<file path="src/rtl/tsp_disp_pkg.sv">
// Shared constants and state type for the performance display controller.
package tsp_disp_pkg;
  localparam int NUM_DIGITS = 6;
  localparam int BIN_W      = 20;
  localparam int BCD_W      = 24;
  localparam logic [31:0] MAX_DISP = 32'd999999;

  typedef enum logic [1:0] {IDLE, SHIFT, DONE} disp_state_t;
endpackage

</file>
<file path="src/rtl/perf_display_ctrl_bcd_add3.sv">
// Double-dabble digit adjuster: adds 3 to a BCD nibble that is 5 or more.
module bcd_add3 (
  input  logic [3:0] din,
  output logic [3:0] dout
);
  assign dout = (din >= 4'd5) ? din + 4'd3 : din;
endmodule

</file>
<file path="src/rtl/perf_display_ctrl.sv">
// Samples perf on a refresh tick or request and converts it to six BCD digits, one shift per clock.
// Define PERF_DISP_LZ_BLANK_EN to blank leading zero digits.
//
// state | meaning
// IDLE  | waiting for tick, req or a pending request
// SHIFT | 20 double-dabble shift cycles
// DONE  | publish digits/blank/ovf and pulse upd
module perf_display_ctrl #(
  parameter int REFRESH_LOG2 = 25,
  parameter int NUM_DIGITS   = 6
) (
  input  logic                    clk,
  input  logic                    rst,
  input  logic [31:0]             perf,
  input  logic                    req,
  input  logic                    freeze,
  output logic [4*NUM_DIGITS-1:0] digits,
  output logic [NUM_DIGITS-1:0]   blank,
  output logic                    ovf,
  output logic                    busy,
  output logic                    upd
);
  import tsp_disp_pkg::*;

  localparam logic [BIN_W-1:0] MAX_BIN = BIN_W'(MAX_DISP);

  disp_state_t              state;
  logic [REFRESH_LOG2-1:0]  cnt;
  logic                     tick;
  logic                     start;
  logic                     pending;
  logic                     ovf_next;
  logic [4:0]               sh_cnt;
  logic [BIN_W-1:0]         bin;
  logic [BCD_W-1:0]         bcd;
  logic [BCD_W-1:0]         bcd_adj;
  logic [NUM_DIGITS-1:0]    blank_next;

  assign tick  = (cnt == '0) & ~freeze;
  assign start = (state == IDLE) & (tick | req | pending);

  for (genvar g = 0; g < NUM_DIGITS; g++) begin : g_adj
    bcd_add3 u_add3 (.din(bcd[4*g +: 4]), .dout(bcd_adj[4*g +: 4]));
  end

  always_comb begin
    blank_next = '0;
`ifdef PERF_DISP_LZ_BLANK_EN
    begin
      logic lz;
      lz = 1'b1;
      // The ones digit is never blanked so zero still shows a single "0".
      for (int i = NUM_DIGITS - 1; i >= 1; i--) begin
        lz = lz & (bcd[4*i +: 4] == 4'd0);
        blank_next[i] = lz;
      end
    end
`endif
  end

  always_ff @(posedge clk or negedge rst) begin
    if (!rst) cnt <= '0;
    else      cnt <= cnt + 1'b1;
  end

  always_ff @(posedge clk or negedge rst) begin
    if (!rst) begin
      state    <= IDLE;
      pending  <= 1'b0;
      ovf_next <= 1'b0;
      sh_cnt   <= '0;
      bin      <= '0;
      bcd      <= '0;
      digits   <= '0;
      blank    <= '0;
      ovf      <= 1'b0;
      busy     <= 1'b0;
      upd      <= 1'b0;
    end else begin
      upd <= 1'b0;
      // A request landing on the start edge is served by that conversion.
      if (start)    pending <= 1'b0;
      else if (req) pending <= 1'b1;

      case (state)
        IDLE: begin
          if (start) begin
            if (perf > MAX_DISP) begin
              bin      <= MAX_BIN;
              ovf_next <= 1'b1;
            end else begin
              bin      <= perf[BIN_W-1:0];
              ovf_next <= 1'b0;
            end
            bcd    <= '0;
            sh_cnt <= 5'd20;
            busy   <= 1'b1;
            state  <= SHIFT;
          end
        end
        SHIFT: begin
          {bcd, bin} <= {bcd_adj[BCD_W-2:0], bin, 1'b0};
          sh_cnt     <= sh_cnt - 5'd1;
          if (sh_cnt == 5'd1) state <= DONE;
        end
        DONE: begin
          digits <= bcd;
          ovf    <= ovf_next;
          blank  <= blank_next;
          upd    <= 1'b1;
          busy   <= 1'b0;
          state  <= IDLE;
        end
        default: state <= IDLE;
      endcase
    end
  end
endmodule

</file>
<file path="config.mk">
export PLATFORM = sky130hd
export DESIGN_NAME = perf_display_ctrl
export DESIGN_NICKNAME = d
export VERILOG_FILES = /design/src/rtl/tsp_disp_pkg.sv /design/src/rtl/perf_display_ctrl_bcd_add3.sv /design/src/rtl/perf_display_ctrl.sv
export SDC_FILE = /design/constraint.sdc
export NUM_CORES = 1
export LEC_CHECK = 0
export CORE_MARGIN = 2
export CORE_UTILIZATION = 32
export DETAILED_ROUTE_END_ITERATION = 10
export GPL_TIMING_DRIVEN = 0
export PLACE_DENSITY = 0.52
export REMOVE_ABC_BUFFERS = 1
export SLEW_MARGIN = 10
export SYNTH_ARGS = -nofsm -noshare
export SYNTH_HDL_FRONTEND = slang
export SYNTH_SLANG_ARGS = --single-unit
</file>
<file path="constraint.sdc">
create_clock -name clk -period 2.4 [get_ports clk]
set_clock_uncertainty 0.2 [all_clocks]
set_input_delay 0.36 -clock clk [delete_from_list [all_inputs] [get_ports clk]]
set_output_delay 0.36 -clock clk [all_outputs]
set_load 0.01 [all_outputs]
</file>
-- After elaboration in Yosys (flattened, before gate mapping)
Index checks and enable logic that the tools add are counted.
- bits of input ports: 36
- word-level logic and storage cells: 67
- output and inout port bits: 33
- bits in registers: 105
- magnitude comparators: 7
- add/sub/neg operators: 8
- reductions and logical operators: 9
- eq/ne operators: 5
- muxes and demuxes: 22
- bitwise logic cells: 5
- operator list (kind ; number):
    24-bit case mux with 2 select lines ; 1
    20-bit 2-to-1 mux ; 2
    20-bit case mux with 2 select lines ; 1
    32-bit by 20-bit greater-than comparator with 1-bit output (second input constant) ; 1
    25-bit by 1-bit adder with 25-bit output (second input constant) ; 1
    25-bit zero test ; 1
    4-bit by 3-bit greater-or-equal comparator with 1-bit output (second input constant) ; 6
    24-bit 2-to-1 mux ; 1
    4-bit by 2-bit adder with 4-bit output (second input constant) ; 5
    4-bit 2-to-1 mux ; 5
    5-bit case mux with 2 select lines ; 1
    2-bit AND reduction ; 4
    2-bit nonzero test ; 3
    5-bit by 1-bit == test with 1-bit output (second input constant) ; 1
    1-bit 2-to-1 mux ; 5
    5-bit 2-to-1 mux ; 1
    5-bit by 1-bit subtractor with 5-bit output (second input constant) ; 1
    2-bit 2-to-1 mux ; 2
    2-bit != test (second input constant) ; 2
    2-bit case mux with 2 select lines ; 1
    3-bit by 2-bit adder with 3-bit output (second input constant) ; 1
    3-bit 2-to-1 mux ; 1
    1-bit bitwise AND ; 2
    2-bit by 1-bit == test with 1-bit output (second input constant) ; 1
    other kinds (5) ; 6

-- Longest topological paths before layout
- depth in word-level cells: 7
- mapped depth: 8
- gate-level depth less buffers: 7

-- Hierarchy
Synthesis repeated with hierarchy kept, for this count alone.
- cells, all modules: 453
- area total of the unflattened synthesis: 5058.6 um^2
- modules (own cells, without submodules) (module ; area an instance (um^2) ; times used ; cells each ; seq. area each (um^2)):
    perf_display_ctrl ; 4450.5 ; 1 ; 357 ; 2627.5
    bcd_add3 ; 101.3 ; 6 ; 16 ; 0.0

-- Worst setup path after synthesis
No wires, ideal clock.
- kind: register to register
- start point: register cnt[0]
- end point: register bin[10]
- data required time: 2076 ps
- path buffers: 1
- stages on the path, launching flop included: 9
- setup time: 124 ps
- arrival time: 1566 ps
- period minus slack after synthesis: 1890 ps
- slack: 510 ps
- cell sequence: dfrtp_1 -> inv_1 -> ha_1 -> nor4b_1 -> nand4_1 -> o211a_1 -> buf_6 -> a22oi_1 -> nand2_1
- longest elaborated chain between the ends: 7
- RTL lines (what ; RTL line ; source):
    start, declared ; perf_display_ctrl.sv:28 ; logic [REFRESH_LOG2-1:0] cnt;
    start signal, assigned ; perf_display_ctrl.sv:63 ; else cnt <= cnt + 1'b1;
    25-bit zero test ; perf_display_ctrl.sv:39 ; assign tick = (cnt == '0) & ~freeze;
    1-bit bitwise AND ; perf_display_ctrl.sv:39 ;
    1-bit bitwise OR (2 in series) ; perf_display_ctrl.sv:40 ; assign start = (state == IDLE) & (tick | req | pending);
    1-bit bitwise AND ; perf_display_ctrl.sv:40 ;
    2-bit != test (no line) ; n/a ;
    2-bit AND reduction (no line) ; n/a ;
    end signal, assigned ; perf_display_ctrl.sv:92 ; bin <= perf[BIN_W-1:0];
    end signal, assigned ; perf_display_ctrl.sv:102 ; {bcd, bin} <= {bcd_adj[BCD_W-2:0], bin, 1'b0};
    end, declared ; perf_display_ctrl.sv:34 ; logic [BIN_W-1:0] bin;
Every way passes these cells.
A chain may end at the register's enable or synchronous reset.

-- Final worst setup path
- start point: register cnt[0]
- end point: register bin[19]
Same word-level chain as after synthesis.

==> flow_summary.ini <==
[outcome]
status = finished clean

[placement]
placed_area_sq_mm = 0.00573
gp_congestion = 0.766
port_buffers = 62
hpwl_um = 6670

[logic_synthesis]
synthAdderAreaFrac = 0.0406
synth_area_per_cell_sq_um = 10.1
synth_ff_type = dfrtp_1
yosys.area_share.simple = 0.167
synth_xor_area_frac = 0.0639
synth_edf_count = 0
synth_top_family_by_area = simple AND/OR/NAND/NOR gates
yosys_warnings = 0
yosys.area.top_type = dfrtp_1
syn_inst = 486
synth_compound_area_frac = 0.116
synth_top_area_share = 0.533
async_reset_ff_frac = 1.00
syn_area_sq_mm = 0.00493
yosys-mux-area-fraction = 0.0297
ys_ff_latch = 105
ys_types = 37
synth_area_leaders = dfrtp_1 53%, nand2_1 5.3%, xnor2_1 4.8%
synth_seq_area_share = 0.533

[drt]
viasPerCell = 4.89
wl_per_cell_um = 13.4
via_count = 3580
ant_nets = 0
drc_errors = 0
drtIter0Drc = 135
drt_pass1_iterations = 4
finalWirelength_um = 9840

[worst_setup_path]
r2r_cells = 9
end_kind = flip-flop
critPathArrivalTime_ps = 2260
crit_chain = inv_1 > ha_1 > nor4b_2 > nand4_1 > buf_4 > o21ai_4 > buf_16 > nor3b_1 > o21ai_0
cp_slowest_cell = dfrtp_1
timing.rr.start = cnt[0]
cp-startpoint = cnt[0]
path_depth = 9
critical_path_required_ps = 2430
cp-start-kind = flip-flop
path_class = reg2reg
r2r_slack_ps = 170
critical-path-max-stage-delay_ps = 430
crit_family = simple AND/OR/NAND/NOR gates
path_max_fanout = 28
r2r-end = bin[19]
path_buf_inv = 3
endpoint = bin[19]

[layout]
final_cell_mix = 105 x dfrtp_1, 69 x nand2_1, 61 x clkdlybuf4s50_1
antenna_cells = 0
nNetsFinal = 591
drive_gt1_frac = 0.0809
area_growth_pct = 22.8
regArea_sq_mm = 0.00263
layout_commonest_cell = dfrtp_1
multi_input_area_sq_mm = 0.00212
fillCellCount = 1492
finish.utilization = 0.400
finalInstanceArea_sq_mm = 0.00605

[sta]
setup_viol = 0
timing.final.max_slew_violations = 0
rsz0062_at_grt = false
finalCritPeriodShare = 0.930
hold_viol = 0
fmax_mhz = 448
period_needed_ps = 2230
slew_headroom = 0.460
worstMarginPinSlew_ps = 810

[global_route]
grt_pass1_wl_um = 17300
grt_pass1_vias = 3649
antenna_found_initial = 0
globalRouteOverflowTotal = 0
track_usage = 0.130
grt_max_degree = 70

[worst_hold_path]
hold_class = reg2reg

[pwr]
intPower_mw = 4.20
p_comb_frac = 0.369
switching_power_mw = 2.33
leakagePower_nw = 2.59
pwr-share-seq = 0.416
powerDensity_mw_per_mm2 = 1080
vdd_ir_drop_max_v = 0.000408
clock_power_share = 0.214
p_sw_frac = 0.356

[floorplanning]
start_util = 0.326
core_sq_mm = 0.0151
num_rows = 45
die_x_um = 128
io-pin-count = 69
die_height_um = 128
dieArea_sq_mm = 0.0164

[clocking]
clock_path_buffers = 2
cts-root-buf = clkbuf_16
path_clk_slew_ps = 70
cts_made_buffers = 9
clock_latency_ps = 350
cts.sinks = 105
cts-htree-levels = 3
cts_tree = done

[flow_run]
maxCapViolCount = 0
## layout make-up
| type | instances | area share |
|---|---|---|
| timing repair buffer | 68 | 0.119 |
| sequential | 105 | 0.434 |
| tap | 188 | 0.0389 |
| inverter | 18 | 0.0112 |
| multi-input combinational | 337 | 0.350 |
| clock inverter | 5 | 0.00496 |
| clock buffer | 11 | 0.0418 |
## state kept, by name, indices dropped and copies added (netlist names)
signal and flops:
ovf 1, ovf_next 1, state 2, bin 20, busy 1, cnt 25
bcd 24, pending 1, upd 1, digits 24, sh_cnt 5
## stage by stage
stage | worst slack (ps) | TNS, ps | std cells | total power, mW | hold WS, ps
after floorplan | -102 | -205 | 460 | 4.28 | -136
after global placement | -3350 | -397040 | 710 | 5.02 | 263
final | 169 | 0 | 732 | 6.53 | 282
after global routing | 28.9 | 0 | 732 | 7.11 | 299
after CTS | 5.68 | 0 | 731 | 6.63 | 286
after detailed placement | -418 | -11460 | 713 | 5.17 | 86.8
## power by group through the flow
stage,sequential (mW),clock (mW),combinational [mW]
floorplan,2.70,0,1.57
global placement,2.73,0,2.29
detailed placement,2.75,0,2.42
CTS,2.72,1.45,2.45
global route,2.81,1.53,2.77
finish,2.72,1.40,2.41
## how the worst min path moves through the flow
stage	from	to	slack, ps	cells past startpoint
after CTS	rst	bcd[23]	290	2
after global placement	digits[21]	digits[21]	260	2
after floorplan	rst	bcd[0]	-140	0
after detailed placement	rst	bcd[23]	90	1
after global routing	busy	busy	300	1
final	digits[4]	digits[4]	280	2
## cells by family after synthesis
logic type / Yosys count
AO/OA/AOI/OAI: 97
AND/OR/NAND/NOR: 169
other: 1
adder cells (fa/ha/maj): 16
flip-flops: 105
buffers and inverters: 49
XOR/XNOR: 36
multiplexers: 13
## synth_stat cells, types with 9 or more instances
master	count
a21oi_1	26
buf_4	10
clkbuf_1	14
dfrtp_1	105
ha_1	16
inv_1	18
mux2_2	13
nand2_1	69
nand3_1	23
nor2_1	14
nor3_1	12
nor4_1	17
o21ai_0	22
o21ai_1	15
o22ai_1	13
xnor2_1	27
xor2_1	9
## metal layers
metal | part of all wire | wire length, um | global-route usage
met1 | 0.49 | 4780 | 0.171
met2 | 0.46 | 4520 | 0.213
met3 | 0.044 | 429 | 0.0384
met4 | 0.010 | 102 | 0.0323
met5 | 0 | 0 | 0
## worst reg2reg max path, delay by kind of cell (launching register included)
| family | cells | cell delay (ps) |
|---|---|---|
| AO/OA/AOI/OAI | 2 | 320 |
| adder cells (fa/ha/maj) | 1 | 150 |
| AND/OR/NAND/NOR | 3 | 560 |
| buffers and inverters | 3 | 450 |
| flip-flops | 1 | 430 |
## repair_timing
item                                    in CTS  in global routing
endpoints found under the setup margin      38                 31
cloned                                       0                  0
pin swaps                                    1                  2
setup buffers                                1                  1
resized for setup                            2                  2
hold buffers                                 1                  0
endpoints found under the hold margin       36                  0
(Power assumes the default switching activity.)
